File: src/rtl/mux16_rr_arbiter_if.sv
// Bundle between the 16-way round-robin arbiter and the requesters it serves.
// The master side is the arbiter and the slave side is the requester pool.
interface mux16_rr_arbiter_if;
    logic [15:0] req;
    logic [15:0] grant;
    logic        grant_valid;
    logic [3:0]  sel;
    logic        preempt;

    modport master (input req, output grant, output grant_valid, output sel, output preempt);
    modport slave  (output req, input grant, input grant_valid, input sel, input preempt);
endinterface

File: src/rtl/mux16_rr_arbiter.sv
// Round-robin owner arbiter for a shared 16:1 mux. It has an optional hold
// limit that revokes an owner which keeps requesting for MAX_HOLD cycles.
module mux16_rr_arbiter #(
    parameter int MAX_HOLD = 8,
    parameter int CNT_W    = 4
) (
    input  logic                  clk,
    input  logic                  reset,
    mux16_rr_arbiter_if.master    bus
);

    typedef enum logic {IDLE, OWN} state_t;

    localparam logic [CNT_W-1:0] HOLD_LAST = CNT_W'((MAX_HOLD == 0) ? 0 : MAX_HOLD - 1);

    state_t           state_reg;
    logic [15:0]      grant_reg;
    logic             grant_valid_reg;
    logic [3:0]       sel_reg;
    logic             preempt_reg;
    logic [3:0]       ptr_reg;
    logic [CNT_W-1:0] cnt_reg;

    logic [3:0]  scan_base;
    logic [15:0] scan_vec;
    logic [15:0] rot;
    logic [3:0]  win_off;
    logic [3:0]  winner;
    logic        win_found;
    logic        owner_req;
    logic        hit_limit;

    // A handoff scans from owner+1, which is also the pointer value it leaves
    // behind, so one scanner serves both the idle and the handoff case.
    always_comb begin
        scan_base = ptr_reg;
        scan_vec  = bus.req;
        if (state_reg == OWN) begin
            scan_base = sel_reg + 4'd1;
            scan_vec  = bus.req & ~grant_reg;
        end
    end

    generate
        for (genvar gi = 0; gi < 16; gi++) begin : g_rot
            assign rot[gi] = scan_vec[scan_base + 4'(gi)];
        end
    endgenerate

    always_comb begin
        win_off = '0;
        for (int i = 15; i >= 0; i--) begin
            if (rot[i]) win_off = 4'(i);
        end
        win_found = |rot;
        winner    = scan_base + win_off;
    end

    assign owner_req = |(bus.req & grant_reg);
    assign hit_limit = (MAX_HOLD != 0) && (cnt_reg == HOLD_LAST) && owner_req;

    always_ff @(posedge clk) begin
        if (reset) begin
            state_reg       <= IDLE;
            grant_reg       <= '0;
            grant_valid_reg <= 1'b0;
            sel_reg         <= '0;
            preempt_reg     <= 1'b0;
            ptr_reg         <= '0;
            cnt_reg         <= '0;
        end else begin
            case (state_reg)
                IDLE: begin
                    preempt_reg <= 1'b0;
                    if (win_found) begin
                        grant_reg       <= 16'd1 << winner;
                        sel_reg         <= winner;
                        grant_valid_reg <= 1'b1;
                        cnt_reg         <= '0;
                        state_reg       <= OWN;
                    end
                end
                OWN: begin
                    if (!owner_req || hit_limit) begin
                        ptr_reg     <= sel_reg + 4'd1;
                        preempt_reg <= hit_limit;
                        cnt_reg     <= '0;
                        if (win_found) begin
                            grant_reg <= 16'd1 << winner;
                            sel_reg   <= winner;
                        end else begin
                            // sel keeps the old owner so the mux select stays quiet.
                            grant_reg       <= '0;
                            grant_valid_reg <= 1'b0;
                            state_reg       <= IDLE;
                        end
                    end else begin
                        preempt_reg <= 1'b0;
                        if (MAX_HOLD != 0) cnt_reg <= cnt_reg + 1'b1;
                    end
                end
                default: state_reg <= IDLE;
            endcase
        end
    end

    assign bus.grant       = grant_reg;
    assign bus.grant_valid = grant_valid_reg;
    assign bus.sel         = sel_reg;
    assign bus.preempt     = preempt_reg;

endmodule

File: src/flat_wrapper.sv
// flat-port wrapper written by rule: the top's interface ports become plain ports
module mux16_rr_arbiter_flat 
#(
    parameter int MAX_HOLD = 8,
    parameter int CNT_W    = 4
)
  (clk, reset, bus_req, bus_grant, bus_grant_valid, bus_sel, bus_preempt);
  mux16_rr_arbiter_if bus_i ();
  input  logic clk;
  input  logic reset;
  input wire logic [$bits(bus_i.req)-1:0] bus_req;
  output wire logic [$bits(bus_i.grant)-1:0] bus_grant;
  output wire logic [$bits(bus_i.grant_valid)-1:0] bus_grant_valid;
  output wire logic [$bits(bus_i.sel)-1:0] bus_sel;
  output wire logic [$bits(bus_i.preempt)-1:0] bus_preempt;
  assign bus_i.req = bus_req;
  assign bus_grant = bus_i.grant;
  assign bus_grant_valid = bus_i.grant_valid;
  assign bus_sel = bus_i.sel;
  assign bus_preempt = bus_i.preempt;
  mux16_rr_arbiter #(.MAX_HOLD(MAX_HOLD), .CNT_W(CNT_W)) u_core (.clk(clk), .reset(reset), .bus(bus_i));
endmodule
File: config.mk
export PLATFORM = sky130hd
export DESIGN_NAME = mux16_rr_arbiter_flat
export DESIGN_NICKNAME = d
export VERILOG_FILES = /design/src/rtl/mux16_rr_arbiter_if.sv /design/src/rtl/mux16_rr_arbiter.sv /design/src/flat_wrapper.sv
export SDC_FILE = /design/constraint.sdc
export NUM_CORES = 1
export LEC_CHECK = 0
export BUFFER_PORTS_ARGS = -buffer_cell sky130_fd_sc_hd__buf_2
export CORE_ASPECT_RATIO = 1.4
export CORE_MARGIN = 4
export CORE_UTILIZATION = 59
export DETAILED_ROUTE_END_ITERATION = 7
export GPL_TIMING_DRIVEN = 0
export PLACE_DENSITY = 0.82
export SETUP_SLACK_MARGIN = 0.2
export SLEW_MARGIN = 25
export SYNTH_ARGS = -nofsm -noshare
export SYNTH_HDL_FRONTEND = slang
export SYNTH_SLANG_ARGS = --single-unit
File: constraint.sdc
create_clock -name clk -period 5.6 [get_ports clk]
set_input_delay 0.56 -clock clk [delete_from_list [all_inputs] [get_ports clk]]
set_output_delay 0.56 -clock clk [all_outputs]
set_load 0.05 [all_outputs]
==> results_dict.tcl, run 1 <==
set metrics [dict create \
    hold_slack_ns 0.477 \
    final.setup.tns_ns 0 \
    ys_seq_area_share_pct 21.4 \
    slew_headroom_pct 46.9 \
    ys_ff_latch 31 \
    grt_setup_unrepaired "false" \
    grt_pass1_vias 2589 \
    die_area_mm2 0.00611 \
    io_pins 40 \
    place_area_mm2 0.00317 \
    final_cell_mix "mux2i_1 (49), buf_2 (41), dfxtp_1 (31)" \
    worstPathMaxFanout 10 \
    grt_max_degree 11 \
    fin_worst_skew_ns 0.00322 \
    ant_nets 0 \
    finalHoldViolCount 0 \
    cts_tree "built" \
    cts.sinks 31 \
    clock_latency_ns 0.28 \
    yosysWarnings 0 \
    stdcell_area_mm2 0.00334 \
    critPathKind "flip-flop to flip-flop" \
    final_common_cell "mux2i_1" \
    chipHeight_um 90.9 \
    grt_overflow 0 \
    antenna_found_initial 0 \
    gp_congestion 0.875 \
    synth_edf_count 0 \
    hold_path.class "flip-flop to flip-flop" \
    setup_violations 0 \
    htreeDepth 2 \
    synthArstFlopShare_pct 0 \
    start_util_pct 62.4 \
    num-nets-final 371 \
    vias 2664 \
    synth-main-ff-cell "dfxtp_1" \
    cts.clk_slew.worst_paths_ns 0.06 \
    drive_gt1_share_pct 25.4 \
    max_freq_ghz 0.196 \
    fin_cells 408 \
    slew_viol_final 0 \
    grt_pass1_wl_um 12600 \
    cts_root_buf "clkbuf_8" \
    die_w_um 67.2 \
    synthTopCellsByArea "dfxtp_1 (21%), mux2i_1 (17%), mux4_2 (6.2%), a32o_1 (5.5%), a21boi_0 (4.1%)" \
    first_iter_violations 196 \
    crit_path_start_kind "flip-flop" \
    status "complete, no violations" \
    p_per_area_mw_per_mm2 647 \
    globalRouteTotalUtil_pct 26.4 \
    portBuffers 38 \
    worst_pin_slew_ns 0.791 \
    synth_top_area_share_pct 21.4 \
    critPathArrivalTime_ns 5.32 \
    leakage_uw 0.00149 \
    drv_cap 0 \
    routed_wl_um 7850 \
    cp-end-kind "flip-flop" \
    synthesis.area_mm2 0.00290 \
    synth_cell_types 62 \
    vdd_drop_max_v 0.000550 \
    areaGrowthSynthToFinish_pct 15.2 \
    largest_reg_flops 16 \
    fin_crit_sh_pct 91.1 \
    place_inst 399 \
    core-area_mm2 0.00464 \
    dr.pass1.iters 4 \
    synth.net_count 325 \
    rows 29 \
    setup_slack_ns 0.497 \
    drc 0 \
    synth_top_area_cell "dfxtp_1" \
    wl_per_cell_um 19.2 \
    hpwl_um 6050 \
    fin_crit_ns 5.10 \
    cts_buffers 5 \
    worstPathRequired_ns 5.82 \
    avgSynthCellArea_um2 9.70 \
    drt-vias-per-instance 6.53 \
    dp_slack_ns 0.0143 \
    clock_path_buffers 2 \
    netlist_instances 299 \
    diodes 0 \
]
## stage by stage
stage | utilization, % | power [µW]
floorplan | - | 1560
global placement | 68.2 | 1820
detailed placement | 68.2 | 1870
CTS | 70.7 | 2080
global route | 71.9 | 2300
finish | 71.9 | 2160
## worst max-delay path, stage by stage, from the launching register on
cell      delay (ns)
dfxtp_1         0.37
buf_6           0.17
nand2_1         0.07
o21ai_2         0.13
buf_6           0.21
buf_6           0.18
inv_1           0.09
ha_4            0.32
mux4_2          0.56
mux4_2          0.57
or2_1           0.30
o21bai_1        0.16
a211oi_1        0.25
o31a_1          0.20
ha_1            0.24
a21o_1          0.19
a21oi_4         0.20
xnor2_4         0.18
mux2i_4         0.41
a32o_1          0.23
## metal layers
layer  routed length [µm]  track usage, %  share of wire (%)
met5                    0               0                  0
met3                  288            2.59                3.7
met2                 4070            45.8                 52
met4                  329            12.2                4.2
met1                 3160            31.7                 40
## power breakdown
part / internal, µW / switching, µW
clock: 112 / 77.9
sequential: 261 / 36.0
combinational: 679 / 995
## cell type report
class,count,area [µm²]
Tap cell,62,77.6
Buffer,14,121
Multi-Input combinational cell,247,2200
Timing Repair Buffer,39,198
Fill cell,392,1300
Sequential cell,31,621
Clock buffer,8,100
Inverter,7,26.3
## logic make-up (layout without fill, tap and decap cells)
group / Yosys count / in the layout / share of synthesized area (%)
compound gates: 84 / 84 / 23.9
xor+xnor: 12 / 12 / 3.63
flops: 31 / 31 / 21.4
simple gates: 77 / 77 / 15.0
mux: 66 / 66 / 27.5
fa+ha+maj: 8 / 8 / 3.71
buf+inv: 21 / 68 / 4.83
## Yosys cell counts (4+ instances only)
master    instances
ha_1              7
a22oi_1           4
a32o_1           16
dfxtp_1          31
a21boi_0         16
nand2_1          16
mux2i_1          50
nand4_1           5
buf_6             4
a21oi_1          12
mux4_2            8
a21o_1            4
nor2_1           10
inv_1             7
o21ai_0           7
xnor2_1           8
nand3_1          16
mux2_2            5
nor3b_1           4
xor2_1            4
nor3_1            4
## path summary, 6_finish.rpt
path	to	slack (ns)	from	cells after the start
min	u_core.bus.grant_valid	0.48	u_core.bus.grant_valid	2
min reg2reg	u_core.bus.grant_valid	0.48	u_core.bus.grant_valid	2
max	u_core.bus.grant[12]	0.50	u_core.state_reg	19
max reg2reg	u_core.bus.grant[12]	0.50	u_core.state_reg	19
## repair_timing
item                                   CTS  global route
hold buffers                             0             0
cloned                                   0             0
setup endpoints to repair               17            17
pin swaps                                0             1
setup buffers                            0             1
endpoints found under the hold margin    0             0
gates resized for setup                  4             7
(Power assumes the default switching activity.)
==> run 2: changes to the inputs <==
CORE_MARGIN = 5   (was 4)
==> run 2 against run 1 <==
  * Non-clock buffer count is 1 higher
  * Count of clock-buffer cells in the layout is 2 lower
  * Worst setup slack worse by 0.020 ns
  * Utilization is 3.4 points lower
  * First-iteration DRC count is 17% lower
  * Register-to-register slack worse by 0.02 ns
  * Combinational power is 2% lower
  * Largest cell class unchanged
==> results_dict.tcl, run 2 (synthesis results as in run 1) <==
set metrics [dict create \
    place_area_mm2 0.00317 \
    critPathKind "flip-flop to flip-flop" \
    setup_violations 0 \
    critPathArrivalTime_ns 5.34 \
    vias 2664 \
    worstPathRequired_ns 5.82 \
    clock_latency_ns 0.28 \
    gp_congestion 0.901 \
    fin_worst_skew_ns 0.00434 \
    htreeDepth 2 \
    grt_setup_unrepaired "false" \
    areaGrowthSynthToFinish_pct 13.6 \
    final.setup.tns_ns 0 \
    cts.clk_slew.worst_paths_ns 0.06 \
    fillers 414 \
    vdd_drop_max_v 0.000627 \
    p_per_area_mw_per_mm2 631 \
    drt-vias-per-instance 6.51 \
    core-area_mm2 0.00480 \
    routed_wl_um 7530 \
    worstPathMaxFanout 10 \
    grt_max_degree 11 \
    drive_gt1_share_pct 25.2 \
    slew_headroom_pct 49.6 \
    rows 30 \
    final_common_cell "mux2i_1" \
    die_area_mm2 0.00644 \
    num-nets-final 372 \
    diodes 0 \
    drv_cap 0 \
    crit_path_start_kind "flip-flop" \
    fin_crit_sh_pct 91.5 \
    ant_nets 0 \
    globalRouteTotalUtil_pct 23.5 \
    grt_pass1_vias 2597 \
    drc 0 \
    status "complete, no violations" \
    chipHeight_um 92.9 \
    dr.pass1.iters 4 \
    postLayoutCoreUtil_pct 68.6 \
    largest_reg_flops 16 \
    wl_per_cell_um 18.4 \
    hpwl_um 6040 \
    worst_pin_slew_ns 0.750 \
    max_freq_ghz 0.195 \
    cts_root_buf "clkbuf_8" \
    die_w_um 69.2 \
    leakage_uw 0.00148 \
    fin_crit_ns 5.12 \
    grt_pass1_wl_um 12400 \
    setup_slack_ns 0.477 \
    clock_path_buffers 2 \
    antenna_found_initial 0 \
    cts_buffers 5 \
    final_cell_mix "mux2i_1 (49), buf_2 (41), dfxtp_1 (31)" \
    finalHoldViolCount 0 \
    cp-end-kind "flip-flop" \
    r2r_slack_ns 0.48 \
    grt_overflow 0 \
    cts_tree "built" \
    first_iter_violations 162 \
    hold_path.class "flip-flop to flip-flop" \
    portBuffers 38 \
    slew_viol_final 0 \
    start_util_pct 60.3 \
    hold_buffers 0 \
    dp_slack_ns 0.0719 \
    io_pins 40 \
    cts.sinks 31 \
    stdcell_area_mm2 0.00329 \
]
## run 2: cell count changes in the layout (fill, tap and decap cells not counted)
cell and change:
a21oi_2 +1, buf_4 +1, xnor2_4 -1, ha_2 +1, a21oi_4 -1, ha_4 -1, clkbuf_8 -2, xnor2_2 +1
## run 2: path summary, 6_finish.rpt
kind	startpoint	to	depth (start not counted)
worst max-delay path	u_core.state_reg	u_core.bus.grant[3]	19
worst min-delay path	u_core.ptr_reg[0]	u_core.ptr_reg[0]	2
worst max register to register	u_core.state_reg	u_core.bus.grant[3]	19
worst min register to register	u_core.ptr_reg[0]	u_core.ptr_reg[0]	2
## run 2: repair_timing
action / CTS / global route
resized for setup: 3 / 5
buffers inserted: 0 / 2
setup endpoints to repair: 16 / 17
pin swaps: 0 / 2
## run 2: layer usage
metal  global-route usage, %  up-vias  share of wire, %  routed length, µm
li1                        -     1265                 -                  -
met1                    27.3     1303                40               2980
met2                    43.0       74                53               4010
met3                    1.95       22               3.3                245
met4                    11.2        0               3.8                283
met5                       0        -                 0                  0
## run 2: metrics by stage
| step | cells | total power [µW] | hold WS [ns] |
|---|---|---|---|
| final | 409 | 2080 | 0.467 |
| after global placement | 401 | 1820 | 0.443 |
| after CTS | 407 | 2030 | 0.457 |
| after detailed placement | 401 | 1860 | 0.449 |
| after floorplan | 299 | 1560 | 0.436 |
| after global routing | 409 | 2220 | 0.512 |
## run 2: area by class of cell
| class | instances | area, µm² | share of cell area (%) |
|---|---|---|---|
| buffer | 14 | 121 | 3.68 |
| tap | 64 | 80.1 | 2.43 |
| sequential | 31 | 621 | 18.8 |
| multi-input combinational | 247 | 2170 | 65.8 |
| inverter | 7 | 26.3 | 0.798 |
| timing repair buffer | 40 | 205 | 6.23 |
| clock buffer | 6 | 72.6 | 2.20 |
## run 2: report_power, final
group          internal (µW)  switching [µW]  total (µW)
clock                   82.6            73.5         156
combinational            668             958        1630
sequential               261            35.3         296
total                   1010            1070        2080
## run 2: critical path: stages (launching register included)
cell      delay (ns)
dfxtp_1         0.36
buf_6           0.17
nand2_1         0.08
o21ai_2         0.12
buf_6           0.21
buf_6           0.18
inv_1           0.08
ha_2            0.40
mux4_2          0.56
mux4_2          0.55
or2_1           0.29
o21bai_1        0.17
a211oi_1        0.25
o31a_1          0.20
ha_1            0.24
a21o_1          0.17
a21oi_2         0.18
xnor2_2         0.22
mux2i_4         0.42
a32o_1          0.21
==> run 3: changes to the inputs <==
ABC_AREA = 1   (was default)
PLACE_DENSITY = 0.81   (was 0.82)
==> run 3 against run 2 <==
  * Sequential share of layout area shrank 1.3 points
  * Synthesized area grew 9.7%
  * First-iteration DRC count grew 17%
  * Sequential cell count is the same
  * Combinational power grew 21%
  * Final area grew 7.3%
  * Register-to-register slack gained 0.54 ns
  * Clock power grew 9.6%
  * Non-clock buffer count shrank 1
  * Critical path type unchanged
  * Largest power group unchanged
  * Highest routed layer unchanged
==> results_dict.tcl, run 3 <==
set metrics [dict create \
    clock_latency_ns 0.29 \
    synth_top_area_cell "nand2_1" \
    diodes 0 \
    drive_gt1_share_pct 18.4 \
    synth.most_common_cell "nand2_1" \
    max_freq_ghz 0.218 \
    wl_per_cell_um 13.7 \
    grt_setup_unrepaired "false" \
    synthTopCellsByArea "nand2_1 (28%), dfxtp_1 (20%), nand3_1 (6.0%), inv_1 (5.7%), nand2_2 (4.3%)" \
    clock_path_buffers 2 \
    hold_path.class "flip-flop to flip-flop" \
    avgSynthCellArea_um2 5.87 \
    hold_buffers 0 \
    multi_input_area_mm2 0.00223 \
    fin_worst_skew_ns 0.00924 \
    routed_wl_um 8950 \
    drt-vias-per-instance 5.44 \
    grt_pass1_vias 3360 \
    synth_top_area_share_pct 27.5 \
    final_cell_mix "nand2_1 (233), inv_1 (48), buf_2 (39)" \
    synth_cell_types 43 \
    fillers 496 \
    grt_overflow 0 \
    grt_max_degree 13 \
    cp-end-kind "flip-flop" \
    cts_buffers 5 \
    chipHeight_um 96.9 \
    synthesis.area_mm2 0.00318 \
    vdd_drop_max_v 0.000389 \
    portBuffers 38 \
    seq_area_um2 621 \
    worstPathMaxFanout 10 \
    slew_viol_final 0 \
    synthArstFlopShare_pct 0 \
    final_common_cell "nand2_1" \
    fin_crit_ns 4.58 \
    synth_common_cells "nand2_1 (233), inv_1 (48), nand3_1 (38)" \
    synth.net_count 568 \
    antenna_found_initial 0 \
    cts_setup_buffers 0 \
    status "complete, no violations" \
    first_iter_violations 189 \
    critPathKind "flip-flop to flip-flop" \
    vias 3558 \
    p_total_uw 2500 \
    ys_seq_area_share_pct 19.5 \
    final.setup.tns_ns 0 \
    drv_cap 0 \
    slowest_delay_ns 0.45 \
    rows 31 \
    die_area_mm2 0.00698 \
    largest_reg_flops 16 \
    cts_resized 0 \
    ant_nets 0 \
    worst_pin_slew_ns 0.711 \
    cts.clk_slew.worst_paths_ns 0.07 \
    critPathArrivalTime_ns 4.80 \
    num-nets-final 613 \
    place_inst 646 \
    slew_headroom_pct 52.6 \
    path_common_cell "nand2_1" \
    cpMaxStageDelayCell "dfxtp_1" \
    hpwl_um 7350 \
    cts_tree "built" \
    die_w_um 72.0 \
    yosysWarnings 0 \
    core-area_mm2 0.00520 \
    synth_edf_count 0 \
    fin_cells 654 \
    cts_root_buf "clkbuf_8" \
    start_util_pct 61.2 \
    fin_crit_sh_pct 81.8 \
    leakage_uw 0.00185 \
    io_pins 40 \
    ys_ff_latch 31 \
    gp_congestion 0.938 \
    cts.sinks 31 \
    globalRouteTotalUtil_pct 26.3 \
    drc 0 \
    finalHoldViolCount 0 \
    grt_pass1_wl_um 14900 \
    setup_violations 0 \
    netlist_instances 542 \
    worstPathRequired_ns 5.82 \
    htreeDepth 2 \
    crit_path_start_kind "flip-flop" \
    synth-main-ff-cell "dfxtp_1" \
    dr.pass1.iters 5 \
    p_per_area_mw_per_mm2 707 \
    areaGrowthSynthToFinish_pct 11.2 \
    postLayoutCoreUtil_pct 68.0 \
]
run 3: cell types whose count changed after synthesis, moves of 15 or more:
cell	delta
nor2_1	+15
nand2_1	+217
a21boi_0	-15
a32o_1	-16
inv_1	+41
mux2i_1	-50
nand2_2	+22
nand3_1	+22
run 3: layout make-up:
type / instances / share of cell area, %
buffer: 15 / 3.64
clock buffer: 5 / 1.95
clock inverter: 3 / 0.425
inverter: 52 / 5.63
multi-input combinational: 444 / 63.1
sequential: 31 / 17.6
tap: 66 / 2.34
timing repair buffer: 38 / 5.38
run 3: per-stage QoR:
| step | worst slack [ns] | hold WS [ns] | instance area (µm²) |
|---|---|---|---|
| detailed placement | 1.03 | 0.467 | 3450 |
| CTS | 1.01 | 0.479 | 3540 |
| global placement | 1.15 | 0.460 | 3450 |
| finish | 1.02 | 0.475 | 3540 |
| floorplan | 1.36 | 0.454 | 3180 |
| global route | 0.481 | 0.498 | 3540 |
run 3: per-layer routing:
metal,wire [µm],global-route usage (%),vias up
met5,0,0,-
met4,374,12.6,0
met3,471,3.32,37
met2,4560,47.0,128
met1,3550,30.1,1565
li1,-,-,1828
run 3: cell families after synthesis:
family          Yosys count  share of synthesized area (%)
xor+xnor                 10                           3.23
buf+inv                  67                           10.3
simple gates            345                           47.5
fa+ha+maj                 8                           3.38
compound gates           81                           16.1
flops                    31                           19.5
run 3: where the power goes:
| part | switching [µW] | internal, µW | leakage (µW) | total [µW] |
|---|---|---|---|---|
| Combinational | 1360 | 618 | 0.00155 | 1980 |
| Sequential | 68.5 | 286 | 0.000253 | 355 |
| Clock | 86.4 | 84.9 | 0.0000477 | 171 |
| Total | 1510 | 989 | 0.00185 | 2500 |
run 3: final timing paths:
kind                                        startpoint                     end  slack, ns  depth (start not counted)
worst min register to register  u_core.bus.grant_valid  u_core.bus.grant_valid       0.47                          2
worst max register to register       u_core.bus.sel[0]    u_core.bus.grant[10]       1.02                         35
worst min-delay path            u_core.bus.grant_valid  u_core.bus.grant_valid       0.47                          2
worst max-delay path                 u_core.bus.sel[0]    u_core.bus.grant[10]       1.02                         35
run 3: critical path, delay by kind of cell (launching register included):
| family | cells | cell delay [ns] |
|---|---|---|
| compound gates | 3 | 0.28 |
| fa+ha+maj | 4 | 1.09 |
| buf+inv | 4 | 0.53 |
| flops | 1 | 0.45 |
| simple gates | 24 | 2.17 |
